**config.mk**
```make
export PLATFORM = sky130hd
export DESIGN_NAME = delay_line_writer
export DESIGN_NICKNAME = d
export VERILOG_FILES = /design/src/rtl/delay_line_writer.sv
export SDC_FILE = /design/constraint.sdc
export NUM_CORES = 1
export LEC_CHECK = 0
export CAP_MARGIN = 20
export CORE_AREA = 10 10 74 76
export DETAILED_ROUTE_END_ITERATION = 6
export DIE_AREA = 0 0 84 86
export MAX_ROUTING_LAYER = met4
export PLACE_DENSITY = 0.75
export SLEW_MARGIN = 10
export SYNTH_ARGS = -nofsm -noshare
export SYNTH_HDL_FRONTEND = slang
export SYNTH_SLANG_ARGS = --single-unit
```
**constraint.sdc**
```tcl
create_clock -name i_clk -period 3 [get_ports i_clk]
set_clock_uncertainty 0.15 [all_clocks]
set_input_delay 0.3 -clock i_clk [delete_from_list [all_inputs] [get_ports i_clk]]
set_output_delay 0.3 -clock i_clk [all_outputs]
set_load 0.01 [all_outputs]
```
**src/rtl/delay_line_writer.sv**
```systemverilog
// Serial word writer for the delay-line memory: shifts a captured word LSB first onto DL31 or
// DL44, one bit per strobe, framed by SYNC. Optional parity insertion: DL_WRITER_PARITY_EN.
module delay_line_writer #(
    parameter int unsigned WORD_BITS = 28
) (
    input  logic                 i_clk,
    input  logic                 i_rst,
    input  logic                 i_bitstb,
    input  logic                 i_sync,
    input  logic                 i_load,
    input  logic [WORD_BITS-1:0] i_data,
    input  logic                 i_chsel,
    output logic                 o_busy,
    output logic                 o_done,
    output logic                 o_lost,
    output logic                 o_ferr,
    output logic                 o_dl31,
    output logic                 o_dl44
);

    localparam int unsigned CNT_W = $clog2(WORD_BITS);
    localparam logic [CNT_W-1:0] LAST_IDX = CNT_W'(WORD_BITS - 1);

    typedef enum logic [1:0] {StIdle, StArmed, StShift} state_e;

    state_e               r_state, w_state_d;
    logic [WORD_BITS-1:0] r_word, w_word_d, w_capture;
    logic                 r_chsel, w_chsel_d;
    logic [CNT_W-1:0]     r_count, w_count_d;
    logic                 r_busy, w_busy_d;
    logic                 r_done, w_done_d;
    logic                 r_lost, w_lost_d;
    logic                 r_ferr, w_ferr_d;
    logic                 r_dl31, r_dl44;
    logic                 w_drive, w_bit;

`ifdef DL_WRITER_PARITY_EN
    // Each 14-bit syllable carries odd parity in its top bit.
    always_comb begin
        w_capture     = i_data;
        w_capture[13] = ~(^i_data[12:0]);
        w_capture[27] = ~(^i_data[26:14]);
    end
`else
    assign w_capture = i_data;
`endif

    always_comb begin
        w_state_d = r_state;
        w_word_d  = r_word;
        w_chsel_d = r_chsel;
        w_count_d = r_count;
        w_busy_d  = r_busy;
        w_done_d  = 1'b0;
        w_lost_d  = 1'b0;
        w_ferr_d  = 1'b0;
        w_drive   = 1'b0;
        w_bit     = 1'b0;
        unique case (r_state)
            StIdle: begin
                if (i_load) begin
                    w_word_d  = w_capture;
                    w_chsel_d = i_chsel;
                    w_busy_d  = 1'b1;
                    w_count_d = '0;
                    w_state_d = StArmed;
                end
            end
            StArmed: begin
                w_lost_d = i_load;
                if (i_bitstb && i_sync) begin
                    w_drive   = 1'b1;
                    w_bit     = r_word[0];
                    w_count_d = CNT_W'(1);
                    w_state_d = StShift;
                end
            end
            StShift: begin
                w_lost_d = i_load;
                if (i_bitstb) begin
                    w_drive = 1'b1;
                    if (i_sync) begin
                        // Mid-word SYNC: restart the word with this strobe as bit 0.
                        w_ferr_d  = 1'b1;
                        w_bit     = r_word[0];
                        w_count_d = CNT_W'(1);
                    end else begin
                        w_bit     = r_word[r_count];
                        w_count_d = r_count + CNT_W'(1);
                        if (r_count == LAST_IDX) begin
                            w_done_d  = 1'b1;
                            w_busy_d  = 1'b0;
                            w_count_d = '0;
                            w_state_d = StIdle;
                        end
                    end
                end
            end
            default: w_state_d = StIdle;
        endcase
    end

    always_ff @(posedge i_clk) begin
        if (i_rst) begin
            r_state <= StIdle;
            r_word  <= '0;
            r_chsel <= 1'b0;
            r_count <= '0;
            r_busy  <= 1'b0;
            r_done  <= 1'b0;
            r_lost  <= 1'b0;
            r_ferr  <= 1'b0;
            r_dl31  <= 1'b1;
            r_dl44  <= 1'b1;
        end else begin
            r_state <= w_state_d;
            r_word  <= w_word_d;
            r_chsel <= w_chsel_d;
            r_count <= w_count_d;
            r_busy  <= w_busy_d;
            r_done  <= w_done_d;
            r_lost  <= w_lost_d;
            r_ferr  <= w_ferr_d;
            // Lines are active-low: a written '1' pulls the selected line low for one cycle.
            r_dl31  <= ~(w_drive & ~r_chsel & w_bit);
            r_dl44  <= ~(w_drive & r_chsel & w_bit);
        end
    end

    assign o_busy = r_busy;
    assign o_done = r_done;
    assign o_lost = r_lost;
    assign o_ferr = r_ferr;
    assign o_dl31 = r_dl31;
    assign o_dl44 = r_dl44;

endmodule

```
==> flow_metrics.tcl, run 1 <==
set metrics [dict create \
    n_antenna_cell 0 \
    fin_nets 302 \
    post_cts_buffers 0 \
    regMostFlops "r_word" \
    drt_iter0_drc 127 \
    cp_cell_sequence "inv_1, ha_1, nor2b_1, or4b_1, or3b_1, a21oi_1" \
    grt_pass1_wl_um 7340 \
    die_area_mm2 0.00722 \
    syn_area_mm2 0.00193 \
    viasPerCell 5.32 \
    fp.dieW_um 84 \
    yosysSeqAreaShare 0.436 \
    swShare 0.263 \
    rr_endpoint "r_count[0]" \
    power_density_mw_per_mm2 539 \
    drive_above_1_share 0.0608 \
    avgSynthCellArea_um2 8.39 \
    min_path_type "flip-flop to flip-flop" \
    htreeDepth 2 \
    power_leakage_uw 0.000911 \
    path_class "flip-flop to flip-flop" \
    clk_pin_slew_ns 0.08 \
    ys.flop_type "dfxtp_1" \
    yosys.cell_types.count 34 \
    cts_resized 0 \
    drtAntennaViolNets 0 \
    seq_power_share 0.479 \
    synthSimpleGateAreaFrac 0.233 \
    port_buffers 39 \
    synth_edf_count 0 \
    crit_fanout 10 \
    clkLatencyLatePin_ns 0.29 \
    rsz0062_at_grt "false" \
    cts_tree "built" \
    worst-path-stages 6 \
    gp_routability_congestion 0.848 \
    clockRootBuffer "clkbuf_8" \
    cp_num_buf_inv 1 \
    synth_xor_area_frac 0 \
    core_mm2 0.00397 \
    max_cap_violations 0 \
    drt_wl_total_um 4320 \
    reg.largest.list "r_word: 28 flops, r_count: 5 flops, r_state: 2 flops" \
    synthAdderAreaFrac 0.0389 \
    p_int_uw 970 \
    ys_warn_count 0 \
    cts_buffer_depth 2 \
    outcome "completed" \
    startpoint_type "flip-flop" \
    cpMaxStageDelayCell "or4b_1" \
    grt_pass1_vias 1649 \
    reg2reg_from "r_state[0]" \
    clock-sinks 42 \
    route.detailed.drc 0 \
    vias 1665 \
    hold_viol 0 \
    wl_per_cell_um 13.8 \
    holdBufCountCts 0 \
    worst_pin_slew_ns 0.577 \
    first_pass_iters 4 \
    ios 40 \
    final.min_clock_period_ns 2.40 \
    antenna_found_initial 0 \
    critPathArrivalTime_ns 2.48 \
    setup_viol 0 \
    synthCells 230 \
    fillers 350 \
    crit_start "r_state[0]" \
    clockPowerShare 0.334 \
    die_h_um 86 \
    critPathRequiredTime_ns 3.07 \
    grt_max_degree 41 \
    rrSetupSlack_ns 0.60 \
    largest_reg_flops 28 \
    final_core_util 0.614 \
    max_freq_mhz 416 \
    critPathTopFamily "simple AND/OR/NAND/NOR gates" \
    overflow 0 \
    core.rowCount 23 \
    tns_ns 0 \
    synth_compound_area_frac 0.145 \
    maxSlewViolCount 0 \
    start_util 0.486 \
    numCtsBuffers 5 \
    ir_worst_vdd_uv 340 \
    end_kind "flip-flop" \
    async_flop_share 0 \
    endpoint "r_count[0]" \
    synth_nets 270 \
    synthMuxAreaShare 0.0960 \
    slew-limit-headroom 0.615 \
    grt_usage 0.124 \
    synth.ff_latch_count 42 \
    reg2reg_depth 6 \
    synth_top_family_by_area "simple AND/OR/NAND/NOR gates" \
    place_hpwl_um 2990 \
    p_switching_uw 346 \
    whs_ns 0.284 \
    fin_crit_sh 0.801 \
    slowest_delay_ns 0.64 \
    combPwrFrac 0.186 \
    syn_to_final_growth_pct 26.5 \
]
-- cells by family (layout without fill, tap and decap cells) --
kind of cell	count (synthesis)	after routing
simple gates	97	97
compound gates	51	51
flops	42	42
buf+inv	23	56
mux	11	11
fa+ha+maj	6	6
-- worst min-delay path by stage --
stage,endpoint,from,depth (start not counted)
final,o_dl44,r_chsel,1
after global routing,o_dl44,r_chsel,1
after CTS,o_dl44,r_chsel,1
after detailed placement,o_dl44,r_chsel,1
after global placement,o_dl44,r_chsel,1
after floorplan,o_dl44,r_chsel,1
-- routing by layer --
layer	track usage	wire length, um	up-vias
li1	-	-	855
met2	0.195	2020	47
met1	0.143	2010	757
met4	0.0548	46	0
met5	-	0	-
met3	0.0360	240	6
-- worst register-to-register path, cell delays in order, from the launching register on --
cell	delay (ns)
dfxtp_1	0.39
inv_1	0.10
ha_1	0.33
nor2b_1	0.19
or4b_1	0.64
or3b_1	0.39
a21oi_1	0.13
-- synthesized netlist by cell type (2+ instances only) --
master	n	area share
nand2_1	60	0.12
dfxtp_1	42	0.44
a21oi_1	38	0.099
clkbuf_1	11	0.021
nor2_1	10	0.019
ha_1	6	0.039
inv_1	6	0.012
mux4_2	6	0.070
mux2i_1	5	0.026
o21ai_0	5	0.013
nand3_1	4	0.010
and3_1	3	0.0097
and4b_1	3	0.016
nand4_1	3	0.0097
nor3_1	3	0.0078
buf_1	2	0.0039
buf_2	2	0.0052
nand3b_1	2	0.0078
nand4b_1	2	0.0091
nor2b_1	2	0.0065
o211ai_1	2	0.0078
-- stage by stage --
stage,setup slack (ns),total power [uW],area (um^2),std cells
after floorplan,0.819,800,1930,230
after global placement,0.661,885,2330,305
after detailed placement,0.599,888,2330,305
after CTS,0.614,1330,2440,313
after global routing,0.410,1380,2440,313
final,0.597,1320,2440,313
-- layout by cell type, fill, tap and decap left out --
master           Yosys  final
nand2_1             60     60
dfxtp_1             42     42
clkdlybuf4s50_1      0     39
a21oi_1             38     38
nor2_1              10     10
inv_1                6      6
mux4_2               6      6
ha_1                 6      6
o21ai_0              5      5
mux2i_1              5      5
clkbuf_8             0      5
nand3_1              4      4
and4b_1              3      3
and3_1               3      3
nor3_1               3      3
nand4_1              3      3
buf_4                0      3
nor2b_1              2      2
nand3b_1             2      2
nand4b_1             2      2
o211ai_1             2      2
and2_1               1      1
a21boi_1             1      1
nand2b_1             1      1
or4b_1               1      1
o21bai_1             1      1
or3b_1               1      1
a32oi_1              1      1
and3b_1              1      1
a31oi_1              1      1
o2111a_1             1      1
a311oi_1             1      1
bufinv_16            0      1
clkinvlp_4           0      1
clkbuf_1            11      1
-- power groups by stage --
| stage | Combinational (uW) | Clock (uW) | Sequential (uW) |
|---|---|---|---|
| floorplan | 166 | 0 | 634 |
| global placement | 244 | 0 | 641 |
| detailed placement | 245 | 0 | 644 |
| CTS | 247 | 451 | 631 |
| global route | 277 | 467 | 637 |
| finish | 245 | 440 | 631 |
-- area by class of cell --
| type | count | area (um^2) | share of cell area |
|---|---|---|---|
| clock buffer | 6 | 72.6 | 0.0297 |
| clock inverter | 2 | 37.5 | 0.0154 |
| inverter | 6 | 22.5 | 0.00923 |
| multi-input combinational | 165 | 991 | 0.406 |
| sequential | 42 | 841 | 0.345 |
| tap | 50 | 62.6 | 0.0256 |
| timing repair buffer | 42 | 413 | 0.169 |
Note: power is estimated with default switching activity, not from simulation.
==> run 2: changes to the inputs <==
--- a/config.mk
+++ b/config.mk
@@ -6,11 +6,11 @@
 export NUM_CORES = 1
 export LEC_CHECK = 0
 export CAP_MARGIN = 20
-export CORE_AREA = 10 10 74 76
+export CORE_AREA = 10 10 77 79
 export DETAILED_ROUTE_END_ITERATION = 6
-export DIE_AREA = 0 0 84 86
+export DIE_AREA = 0 0 87 89
 export MAX_ROUTING_LAYER = met4
-export PLACE_DENSITY = 0.75
+export PLACE_DENSITY = 0.73
 export SLEW_MARGIN = 10
 export SYNTH_ARGS = -nofsm -noshare
 export SYNTH_HDL_FRONTEND = slang
==> constraint.sdc (replaced) <==
create_clock -name i_clk -period 2.1 [get_ports i_clk]
set_clock_uncertainty 0.15 [all_clocks]
set_input_delay 0.21 -clock i_clk [delete_from_list [all_inputs] [get_ports i_clk]]
set_output_delay 0.21 -clock i_clk [all_outputs]
set_load 0.01 [all_outputs]
==> run 2 against run 1 <==
Effect of this change:
- die area up 7.2%
- fmax up 20%
- sequential cell count unchanged
- sequential power up 42%
- first-iteration DRC count up 30%
- register-to-register slack worse by 0.50 ns
- total power up 46%
- global-route usage about the same
- critical path type unchanged
==> flow_metrics.tcl, run 2 (synthesis gave the netlist of run 1 again) <==
set metrics [dict create \
    outcome "completed" \
    p_total_uw 1920 \
    numCtsBuffers 5 \
    clockPowerShare 0.327 \
    drtAntennaViolNets 0 \
    core_mm2 0.00454 \
    p_int_uw 1420 \
    endpoint "r_count[0]" \
    final_common_cell "nand2_1" \
    die_area_mm2 0.00774 \
    place_hpwl_um 3170 \
    grt_max_degree 41 \
    dp_cells 320 \
    start_util 0.425 \
    slew-limit-headroom 0.745 \
    setup_viol 0 \
    slowest_delay_ns 0.53 \
    hold_viol 0 \
    layout_common_cells "nand2_1, dfxtp_1, clkdlybuf4s50_1" \
    regArea_um2 846 \
    p_switching_uw 502 \
    syn_to_final_growth_pct 33.9 \
    multi_input_area_mm2 0.00101 \
    fin_nets 315 \
    final_cells 330 \
    rsz0062_at_grt "true" \
    holdBufCountCts 0 \
    worst_pin_slew_ns 0.381 \
    swShare 0.261 \
    reg.largest.list "r_word: 28 flops, r_count: 5 flops, r_state: 2 flops" \
    rr_endpoint "r_count[0]" \
    grt_usage 0.123 \
    end_kind "flip-flop" \
    clockRootBuffer "clkbuf_8" \
    antenna_found_initial 0 \
    gp_routability_congestion 0.848 \
    viasPerCell 5.15 \
    ios 40 \
    overflow 0 \
    fp.dieW_um 87 \
    clk_pin_slew_ns 0.08 \
    power_density_mw_per_mm2 743 \
    cp_cell_sequence "buf_4, ha_4, nor2b_4, or4b_4, or3b_1, a21oi_1" \
    critPathRequiredTime_ns 2.18 \
    power_leakage_uw 0.000982 \
    cpMaxStageDelayCell "or4b_4" \
    grt_pass1_wl_um 7490 \
    ir_worst_vdd_uv 361 \
    max_freq_mhz 499 \
    htreeDepth 2 \
    crit_start "r_state[1]" \
    clock-sinks 42 \
    wl_per_cell_um 13.2 \
    fillers 414 \
    drt_iter0_drc 165 \
    max_cap_violations 0 \
    port_buffers 39 \
    crit_fanout 4 \
    core.rowCount 25 \
    reg2reg_depth 6 \
    fin_crit_sh 0.955 \
    route.detailed.drc 0 \
    cts_buffer_depth 2 \
    critPathArrivalTime_ns 2.08 \
    grt_pass1_vias 1676 \
    drive_above_1_share 0.127 \
    rrSetupSlack_ns 0.09 \
    vias 1698 \
    final.min_clock_period_ns 2.01 \
    first_pass_iters 4 \
    reg2reg_from "r_state[1]" \
    seq_power_share 0.469 \
    drt_wl_total_um 4350 \
    die_h_um 89 \
    combPwrFrac 0.205 \
    maxSlewViolCount 0 \
    cts_tree "built" \
    clkLatencyLatePin_ns 0.29 \
    path_class "flip-flop to flip-flop" \
    largest_reg_flops 28 \
    regMostFlops "r_word" \
    startpoint_type "flip-flop" \
    n_antenna_cell 0 \
    min_path_type "flip-flop to flip-flop" \
]
==> run 2: cell count changes in the layout (fill, tap and decap cells not counted), sizes merged <==
cell  previous run  this run
buf              3        16
==> run 2: area by class of cell <==
type,instances,area share
Multi-Input combinational cell,165,0.393
Timing Repair Buffer,55,0.202
Inverter,6,0.00872
Clock inverter,2,0.0145
Tap cell,54,0.0262
Sequential cell,42,0.327
Clock buffer,6,0.0281
==> run 2: how the worst min path moves through the flow <==
stage / start / endpoint / slack (ns) / depth (start not counted)
after global placement: r_chsel / o_dl44 / 0.25 / 1
final: r_chsel / o_dl44 / 0.26 / 1
after detailed placement: r_chsel / o_dl44 / 0.25 / 1
after global routing: r_chsel / o_dl44 / 0.28 / 1
after CTS: r_chsel / o_dl44 / 0.27 / 1
after floorplan: i_data[10] / r_word[10] / 0.20 / 2
==> run 2: stage by stage <==
step                hold slack [ns]  setup WS (ns)  TNS (ns)   util  area, um^2
global placement              0.250        -0.0542   -0.0542  0.541        2450
global route                  0.278        -0.0124   -0.0247  0.570        2580
detailed placement            0.251        -0.0573    -0.117  0.541        2450
finish                        0.264         0.0942         0  0.570        2580
floorplan                     0.196        -0.0154   -0.0154      -        1950
CTS                           0.270         0.0254         0  0.565        2560
==> run 2: worst max-delay path: cells and delay by family (launching register included) <==
kind,cells,cell delay (ns)
buffers and inverters,1,0.13
flip-flops,1,0.35
adder cells (fa/ha/maj),1,0.15
AND/OR/NAND/NOR,3,1.03
AO/OA/AOI/OAI,1,0.12
==> run 2: layer usage <==
| metal | track usage | share of wire | up-vias |
|---|---|---|---|
| met5 | - | 0 | - |
| met4 | 0.0574 | 0.019 | 0 |
| met3 | 0.0273 | 0.038 | 5 |
| met2 | 0.201 | 0.48 | 33 |
| met1 | 0.141 | 0.46 | 777 |
| li1 | - | - | 883 |
==> run 2: power groups by stage <==
stage	Sequential, uW	Clock (uW)	Combinational, uW
6_report	899	627	393
5_1_grt	908	670	447
4_1_cts	901	647	392
3_5_place_dp	919	0	390
3_3_place_gp	917	0	389
2_1_floorplan	908	0	241
==> run 2: timing repair <==
item,CTS,global route
gates resized for setup,0,2
setup buffers,0,2
endpoints found under the setup margin,0,6
